[src/rtl/mem_port_arbiter.sv]
// Shares one single-ported synchronous RAM between instruction fetch (I) and load/store (D).
// One transaction is outstanding at a time. Read data returns to the issuing port with a one-cycle valid pulse.
module mem_port_arbiter #(
   parameter int ADDR_W  = 10,
   parameter int DATA_W  = 32,
   parameter int MEM_LAT = 1
) (
   input  logic              iCLK,
   input  logic              iRST,
   input  logic              iIReq,
   input  logic [ADDR_W-1:0] iIAddr,
   output logic              oIGnt,
   output logic              oIValid,
   output logic [DATA_W-1:0] oIData,
   input  logic              iDReq,
   input  logic              iDWe,
   input  logic [ADDR_W-1:0] iDAddr,
   input  logic [DATA_W-1:0] iDWData,
   output logic              oDGnt,
   output logic              oDValid,
   output logic [DATA_W-1:0] oDData,
   output logic [ADDR_W-1:0] oMemAddr,
   output logic [DATA_W-1:0] oMemWData,
   output logic              oMemWe,
   output logic              oMemRe,
   input  logic [DATA_W-1:0] iMemRData,
   output logic              oBusy
);

   typedef enum logic [1:0] {IDLE, RD_WAIT, RD_RET} state_t;
   typedef enum logic {PORT_I = 1'b0, PORT_D = 1'b1} port_t;

   localparam logic [1:0] LAT_INIT = 2'(MEM_LAT - 1);

   state_t            state, state_nxt;
   logic [1:0]        cnt, cnt_nxt;
   port_t             last_gnt, tag;
   logic              i_win, d_win, rd_gnt;
   logic [ADDR_W-1:0] addr_q;
   logic [DATA_W-1:0] wdata_q;

   // NOTE: every output of this block gets a default first, so no path can infer a latch.
   always_comb begin
      state_nxt = state;
      cnt_nxt   = cnt;
      i_win     = 1'b0;
      d_win     = 1'b0;
      case (state)
         IDLE: begin
            // Grants are gated by reset so the RAM sees no command while iRST is low.
            if (iRST) begin
               if (iIReq && iDReq) begin
                  if (last_gnt == PORT_I) d_win = 1'b1;
                  else                    i_win = 1'b1;
               end else begin
                  i_win = iIReq;
                  d_win = iDReq;
               end
            end
            if (i_win || (d_win && !iDWe)) begin
               cnt_nxt = LAT_INIT;
               if (MEM_LAT > 1) state_nxt = RD_WAIT;
               else             state_nxt = RD_RET;
            end
         end
         RD_WAIT: begin
            cnt_nxt = cnt - 2'd1;
            if (cnt == 2'd1) state_nxt = RD_RET;
         end
         RD_RET:  state_nxt = IDLE;
         default: state_nxt = IDLE;
      endcase
   end

   assign rd_gnt    = i_win | (d_win & ~iDWe);
   assign oIGnt     = i_win;
   assign oDGnt     = d_win;
   assign oMemRe    = rd_gnt;
   assign oMemWe    = d_win & iDWe;
   assign oMemAddr  = i_win ? iIAddr : (d_win ? iDAddr : addr_q);
   assign oMemWData = d_win ? iDWData : wdata_q;
   assign oBusy     = (state != IDLE);

   // NOTE: sequential state uses non-blocking assignments so every flop samples pre-edge values.
   always_ff @(posedge iCLK or negedge iRST) begin
      if (!iRST) begin
         state <= IDLE;
         cnt   <= '0;
      end else begin
         state <= state_nxt;
         cnt   <= cnt_nxt;
      end
   end

   always_ff @(posedge iCLK or negedge iRST) begin
      if (!iRST) begin
         last_gnt <= PORT_I;
         tag      <= PORT_I;
         addr_q   <= '0;
         wdata_q  <= '0;
         oIValid  <= 1'b0;
         oDValid  <= 1'b0;
         oIData   <= '0;
         oDData   <= '0;
      end else begin
         oIValid <= 1'b0;
         oDValid <= 1'b0;
         if (i_win) begin
            last_gnt <= PORT_I;
            addr_q   <= iIAddr;
         end else if (d_win) begin
            last_gnt <= PORT_D;
            addr_q   <= iDAddr;
            wdata_q  <= iDWData;
         end
         if (rd_gnt) begin
            if (i_win) tag <= PORT_I;
            else       tag <= PORT_D;
         end
         // The RAM output is valid in RD_RET; steer it to whichever port issued the read.
         if (state == RD_RET) begin
            if (tag == PORT_I) begin
               oIData  <= iMemRData;
               oIValid <= 1'b1;
            end else begin
               oDData  <= iMemRData;
               oDValid <= 1'b1;
            end
         end
      end
   end

   mem_lat_legal: assert property (@(posedge iCLK) (MEM_LAT >= 1) && (MEM_LAT <= 3));

endmodule
[config.mk]
export PLATFORM = sky130hd
export DESIGN_NAME = mem_port_arbiter
export DESIGN_NICKNAME = d
export VERILOG_FILES = /design/src/rtl/mem_port_arbiter.sv
export SDC_FILE = /design/constraint.sdc
export NUM_CORES = 1
export LEC_CHECK = 0
export CORE_MARGIN = 4
export CORE_UTILIZATION = 38
export DETAILED_ROUTE_END_ITERATION = 8
export PLACE_DENSITY = 0.85
export REMOVE_ABC_BUFFERS = 1
export SETUP_SLACK_MARGIN = 0.3
export SYNTH_ARGS = -nofsm -noshare
export SYNTH_HDL_FRONTEND = slang
export SYNTH_SLANG_ARGS = --single-unit
[constraint.sdc]
create_clock -name iCLK -period 1.6 [get_ports iCLK]
set_clock_uncertainty 0.2 [all_clocks]
set_input_delay 0.16 -clock iCLK [delete_from_list [all_inputs] [get_ports iCLK]]
set_output_delay 0.16 -clock iCLK [all_outputs]
set_load 0.1 [all_outputs]
==> results of run 1 <==
[critical path: stages (launching register included)]
cell and delay, ns:
dfrtp_1 0.39, buf_6 0.12, nand3b_1 0.21, or2_4 0.30, a31oi_1 0.20, buf_4 0.16, buf_12 0.17
[synthesized netlist by cell type, drive strengths merged]
cell / n / area share (%)
nand3b: 2 / 0.32
buf: 14 / 1.9
inv: 6 / 0.48
and3b: 1 / 0.19
nand3: 10 / 1.1
clkbuf: 6 / 0.48
a31oi: 11 / 1.5
mux2: 128 / 32
or2: 1 / 0.13
nand2b: 1 / 0.13
nor3: 10 / 1.1
nand2: 3 / 0.29
nor2b: 1 / 0.13
o32a: 1 / 0.21
nor2: 2 / 0.16
dfrtp: 111 / 59
and2: 1 / 0.13
o21ai: 12 / 1.3
[sequential cells by signal (all words and copies together) (netlist names)]
signal    flops
last_gnt      1
oIValid       1
oDValid       1
wdata_q      32
state         1
oIData       32
tag           1
addr_q       10
oDData       32
[routing by layer]
metal  share of wire (%)  GRT usage (%)
met1                  38           22.7
met2                  52           36.9
met3                 7.2           7.12
met4                 2.8           8.80
met5                   0              0
[timing repair]
item | CTS | global route
endpoints found under the hold margin | 111 | 109
pin swaps | 5 | 4
gates cloned | 9 | 3
setup endpoints to repair | 220 | 223
setup buffers | 21 | 28
gates resized for setup | 66 | 102
[stage by stage]
stage	area, sq um	TNS, ns	worst slack (ns)
final	9830	-50.17	-0.669
after CTS	9150	-32.89	-0.619
after detailed placement	8230	-38.35	-0.574
after global routing	9830	-56.36	-0.721
after global placement	8230	-33.08	-0.523
after floorplan	4610	-218.47	-3.30
[final timing paths]
path / from / slack (ns) / depth (start not counted) / to
worst max register to register: state[1]$_DFFE_PN0P_ / -0.38 / 7 / wdata_q[19]$_DFFE_PN0N_
worst min-delay path: iRST / -0.20 / 2 / oDValid$_DFF_PN0_
worst min register to register: wdata_q[25]$_DFFE_PN0N_ / 0.31 / 1 / wdata_q[25]$_DFFE_PN0N_
worst max-delay path: state[1]$_DFFE_PN0P_ / -0.67 / 6 / oMemAddr[7]
min in group iCLK: iDWData[6] / 0.25 / 2 / wdata_q[6]$_DFFE_PN0N_
max in group asynchronous: iRST / 0.90 / 3 / oIData[29]$_DFFE_PN0P_
[cell families after synthesis]
family                 synth area share [%]
muxes                                  31.8
DFF                                    58.8
and+or+nand+nor                        3.61
buffers and inverters                  2.81
AOI/OAI and AO/OA                      2.94
[cell type report]
cell class / instances / area (sq um) / area share (%)
clock buffers: 11 / 243 / 2.47
clock inverters: 5 / 42.5 / 0.433
inverters: 6 / 27.5 / 0.280
multi-input cells: 185 / 2260 / 23.0
flip-flops and latches: 111 / 2780 / 28.3
well taps: 168 / 210 / 2.14
repair buffers: 291 / 4270 / 43.4
==> run summary, run 1 <==
Status - finished, violations left
Failing checks - hold timing, setup timing
Number of global-route vias before repair - 4219
DIE HEIGHT - 119 um
Total GRT Usage - 20.9%
Crit. End Element - primary output
Final cell count without fillers - 777
Yosys warns - 0
Core ar. - 12100 sq um
Final Max Tran Viols - 0
Fin Hold WS - -0.204 ns
Critical path launch point type - flop
Remaining Overflow, GRT - 0
Clock Tree Buf Depth - 2
DP Cell Count - 699
CTS tree - built
Largest net degree at the start of global routing - 59
Yosys reg bits - 111
CP max FO - 6
# IOs - 202
Commonest cells after routing, fill and taps aside - buf_12, dfrtp_1, clkdlybuf4s50_1
Count of input and output buffers - 201
TritonRoute pass-1 iters - 4
Final Critical Period - 2.27 ns
Post-route ant nets - 0
Worst-margin pin slew - 0.731 ns
Via count - 3889
Wire per inst - 21.3 um
RSZ-0062 raised after global routing - true
Fmax - 0.441 GHz
H-tree depth - 3
Mapped Area - 4720 sq um
# hold bufs at CTS - 1
Worst-path clk slew - 0.07 ns
Relative slew slack - 51.3%
Initial cell density of the core - 39.0%
Max-Cap Viols - 0
Final cycle utilization of the critical path - 142%
Critical Path RT - 1.24 ns
Final Util - 81.2%
Clock sink total - 111
DRC viols - 0
Clock buffer count from CTS - 9
Most common cell after layout, fill and taps aside - buf_12
Vias/cell - 5.01
Clk_lat worst skew - 0.35 ns
Share of cells above drive strength 1 - 61.6%
Sequential fraction of the synthesis area - 58.8%
Diodes inserted - 0
Post-DP HPWL - 10200 um
Fin nets - 693
CTS root buf - clkbuf_16
# setup viols final - 151
Area grow syn2layout - 108%
Antenna violations before repair - 0
Die X - 119 um
DIE AREA - 14300 sq um
Syn Area/Cell - 14.7 sq um
RePlAce Congestion - 0.771
Rows - 40
Wire length of the first global-routing pass - 23000 um
Initial DRC Count - 114
Final wirelength - 16600 um
Arr. time, crit path - 1.91 ns
Final worst setup slack - -0.669 ns
Distinct cells, synth - 22
Final-report hold violation count - 109
Worst setup path class - reg2out
Tightest Hold Check Type - in2async
Cells after Synth - 321
FILL cells - 653
Power of run 1 is not shown: default switching activity piles up to over one toggle a cycle in this logic, so the estimate is an artifact.
==> inputs of run 2 (changes only) <==
--- a/config.mk
+++ b/config.mk
@@ -5,7 +5,8 @@
 export SDC_FILE = /design/constraint.sdc
 export NUM_CORES = 1
 export LEC_CHECK = 0
-export CORE_MARGIN = 4
+export CORE_ASPECT_RATIO = 1.2
+export CORE_MARGIN = 5
 export CORE_UTILIZATION = 38
 export DETAILED_ROUTE_END_ITERATION = 8
 export PLACE_DENSITY = 0.85
==> run 2 against run 1 <==
  * The run still ends with hold timing, setup timing left
  * Non-clock buffer count increased by 16
  * Wire length is 13% higher
  * Fmax down 2.9%
  * Final cell count rose by 0.90%
==> run summary, run 2 (synthesis gave the netlist of run 1 again) <==
Worst-margin pin slew - 0.751 ns (+0.0203 ns)
Share of cells above drive strength 1 - 65.5% (+3.9 points)
Capturing point of the worst reg2reg path - wdata_q[10]$_DFFE_PN0N_
Clock Tree Buf Depth - 2 (unchanged)
Initial DRC Count - 150 (+32%)
TritonRoute pass-1 iters - 4 (unchanged)
Fin nets - 708 (+2.2%)
Clk_lat worst skew - 0.34 ns (about the same)
Post-route ant nets - 0 (unchanged)
FILL cells - 578 (-11%)
Pre-CTS setup slack - -0.538 ns (+0.0363 ns)
Wire length of the first global-routing pass - 27400 um (+19%)
Die X - 112 um (-6.5%)
Area grow syn2layout - 112%
Clock sink total - 111 (unchanged)
Fmax - 0.428 GHz (-2.9%)
Critical Path RT - 1.24 ns (about the same)
H-tree depth - 3 (unchanged)
Number of global-route vias before repair - 4596 (+8.9%)
Crit. End Element - primary output
Failing checks - hold timing, setup timing
Remaining Overflow, GRT - 0 (unchanged)
Worst setup path endpoint - oMemAddr[0]
CP max FO - 7 (+1)
Final wirelength - 18800 um (+13%)
R2R cell count - 7 (unchanged)
Tightest Hold Check Type - in2async
DIE HEIGHT - 132 um (+11%)
Most common cell after layout, fill and taps aside - buf_12
Diodes inserted - 0 (unchanged)
Reg2Reg Launch Point - state[1]$_DFFE_PN0P_
Arr. time, crit path - 1.98 ns (+0.07 ns)
Critical path launch point type - flop
Final Critical Period - 2.34 ns (+0.0679 ns)
# setup viols final - 156 (+3.3%)
Antenna violations before repair - 0 (unchanged)
DRC viols - 0 (unchanged)
Final cycle utilization of the critical path - 146% (+4.2 points)
Vias/cell - 5.15 (+3.0%)
Commonest cells after routing, fill and taps aside - buf_12, dfrtp_1, clkdlybuf4s50_1
Fin Hold WS - -0.192 ns (+0.0117 ns)
# IOs - 202 (unchanged)
Relative slew slack - 49.9% (-1.4 points)
Via count - 4040 (+3.9%)
Final-report hold violation count - 111 (+1.8%)
Worst-path clk slew - 0.09 ns (+0.02 ns)
Post-DP HPWL - 10600 um (+3.8%)
DIE AREA - 14800 sq um (+3.4%)
RePlAce Congestion - 0.831 (+7.8%)
Core ar. - 12200 sq um (+0.45%)
Worst setup path class - reg2out
FF-to-FF setup slack - -0.37 ns (about the same)
CTS tree - built
Max-Cap Viols - 0 (unchanged)
Biggest regs - oDData: 32 flops, oIData: 32 flops, wdata_q: 32 flops
Rows - 44 (+10%)
Status - finished, violations left
Wire per inst - 24.0 um (+12%)
Total GRT Usage - 23.6% (+2.7 points)
Largest net degree at the start of global routing - 59 (unchanged)
Clock buffer count from CTS - 9 (unchanged)
RSZ-0062 raised after global routing - true
Count of input and output buffers - 201 (unchanged)
Initial cell density of the core - 38.8% (-0.18 points)
Final Max Tran Viols - 0 (unchanged)
CTS root buf - clkbuf_16
Final worst setup slack - -0.737 ns (-0.0679 ns)
Origin of the worst setup path - state[1]$_DFFE_PN0P_
run 2: worst min-delay path by stage:
stage,slack [ns],cells past startpoint,end
floorplan,-0.34,0,addr_q[0]$_DFF_PN0_
CTS,-0.21,2,state[1]$_DFFE_PN0P_
global placement,0.12,2,last_gnt$_DFFE_PN0P_
finish,-0.19,2,state[1]$_DFFE_PN0P_
detailed placement,0.16,2,last_gnt$_DFFE_PN0P_
global route,-0.15,2,state[1]$_DFFE_PN0P_
run 2: routing by layer:
metal  global-route usage [%]  share of wire [%]  up-vias
met5                        0                  0        -
met4                     7.44                2.8        0
met3                     7.35                6.9       40
met2                     42.5                 54      200
met1                     26.4                 36     2045
li1                         -                  -     1755
run 2: final cells by class:
class                           count  area (sq um)  area share [%]
Timing Repair Buffer              307          4330            43.2
Sequential cell                   111          2780            27.7
Multi-Input combinational cell    184          2400            24.0
Clock buffer                        9           225            2.25
Tap cell                          161           201            2.01
Clock inverter                      6          55.1           0.550
Inverter                            6          25.0           0.250
run 2: critical path, cell delays in order, from the launching register on:
cell     delay, ns
dfrtp_1       0.41
and3b_2       0.31
buf_8         0.14
buf_8         0.14
nand3_2       0.10
a31oi_4       0.23
buf_6         0.14
buf_12        0.16
run 2: metrics by stage:
| step | area (sq um) | hold slack, ns | util, % | std cells | TNS (ns) |
|---|---|---|---|---|---|
| 3_5_place_dp | 8230 | 0.160 | 67.7 | 695 | -34.78 |
| 5_1_grt | 10000 | -0.153 | 82.3 | 784 | -53.58 |
| 3_3_place_gp | 8230 | 0.125 | 67.7 | 695 | -30.96 |
| 6_report | 10000 | -0.192 | 82.3 | 784 | -49.29 |
| 2_1_floorplan | 4610 | -0.336 | - | 301 | -218.47 |
| 4_1_cts | 9630 | -0.212 | 79.1 | 755 | -39.40 |
run 2: repair_timing:
item                                    4_1_cts  5_1_grt
cloned                                        7        0
endpoints found under the hold margin       111       64
resized for setup                           160       34
pin swaps                                     8        9
buffers inserted                             38       29
endpoints found under the setup margin      217      223
Power of run 2 is left out for the same reason.
==> inputs of run 3 (changes only) <==
--- a/config.mk
+++ b/config.mk
@@ -8,6 +8,7 @@
 export CORE_ASPECT_RATIO = 1.2
 export CORE_MARGIN = 5
 export CORE_UTILIZATION = 38
+export CTS_CLUSTER_SIZE = 20
 export DETAILED_ROUTE_END_ITERATION = 8
 export PLACE_DENSITY = 0.85
 export REMOVE_ABC_BUFFERS = 1
==> results of run 3 <==
Same layout as run 2: the final DEF is identical, and so are final timing and power.
Power of run 3 is left out for the same reason.
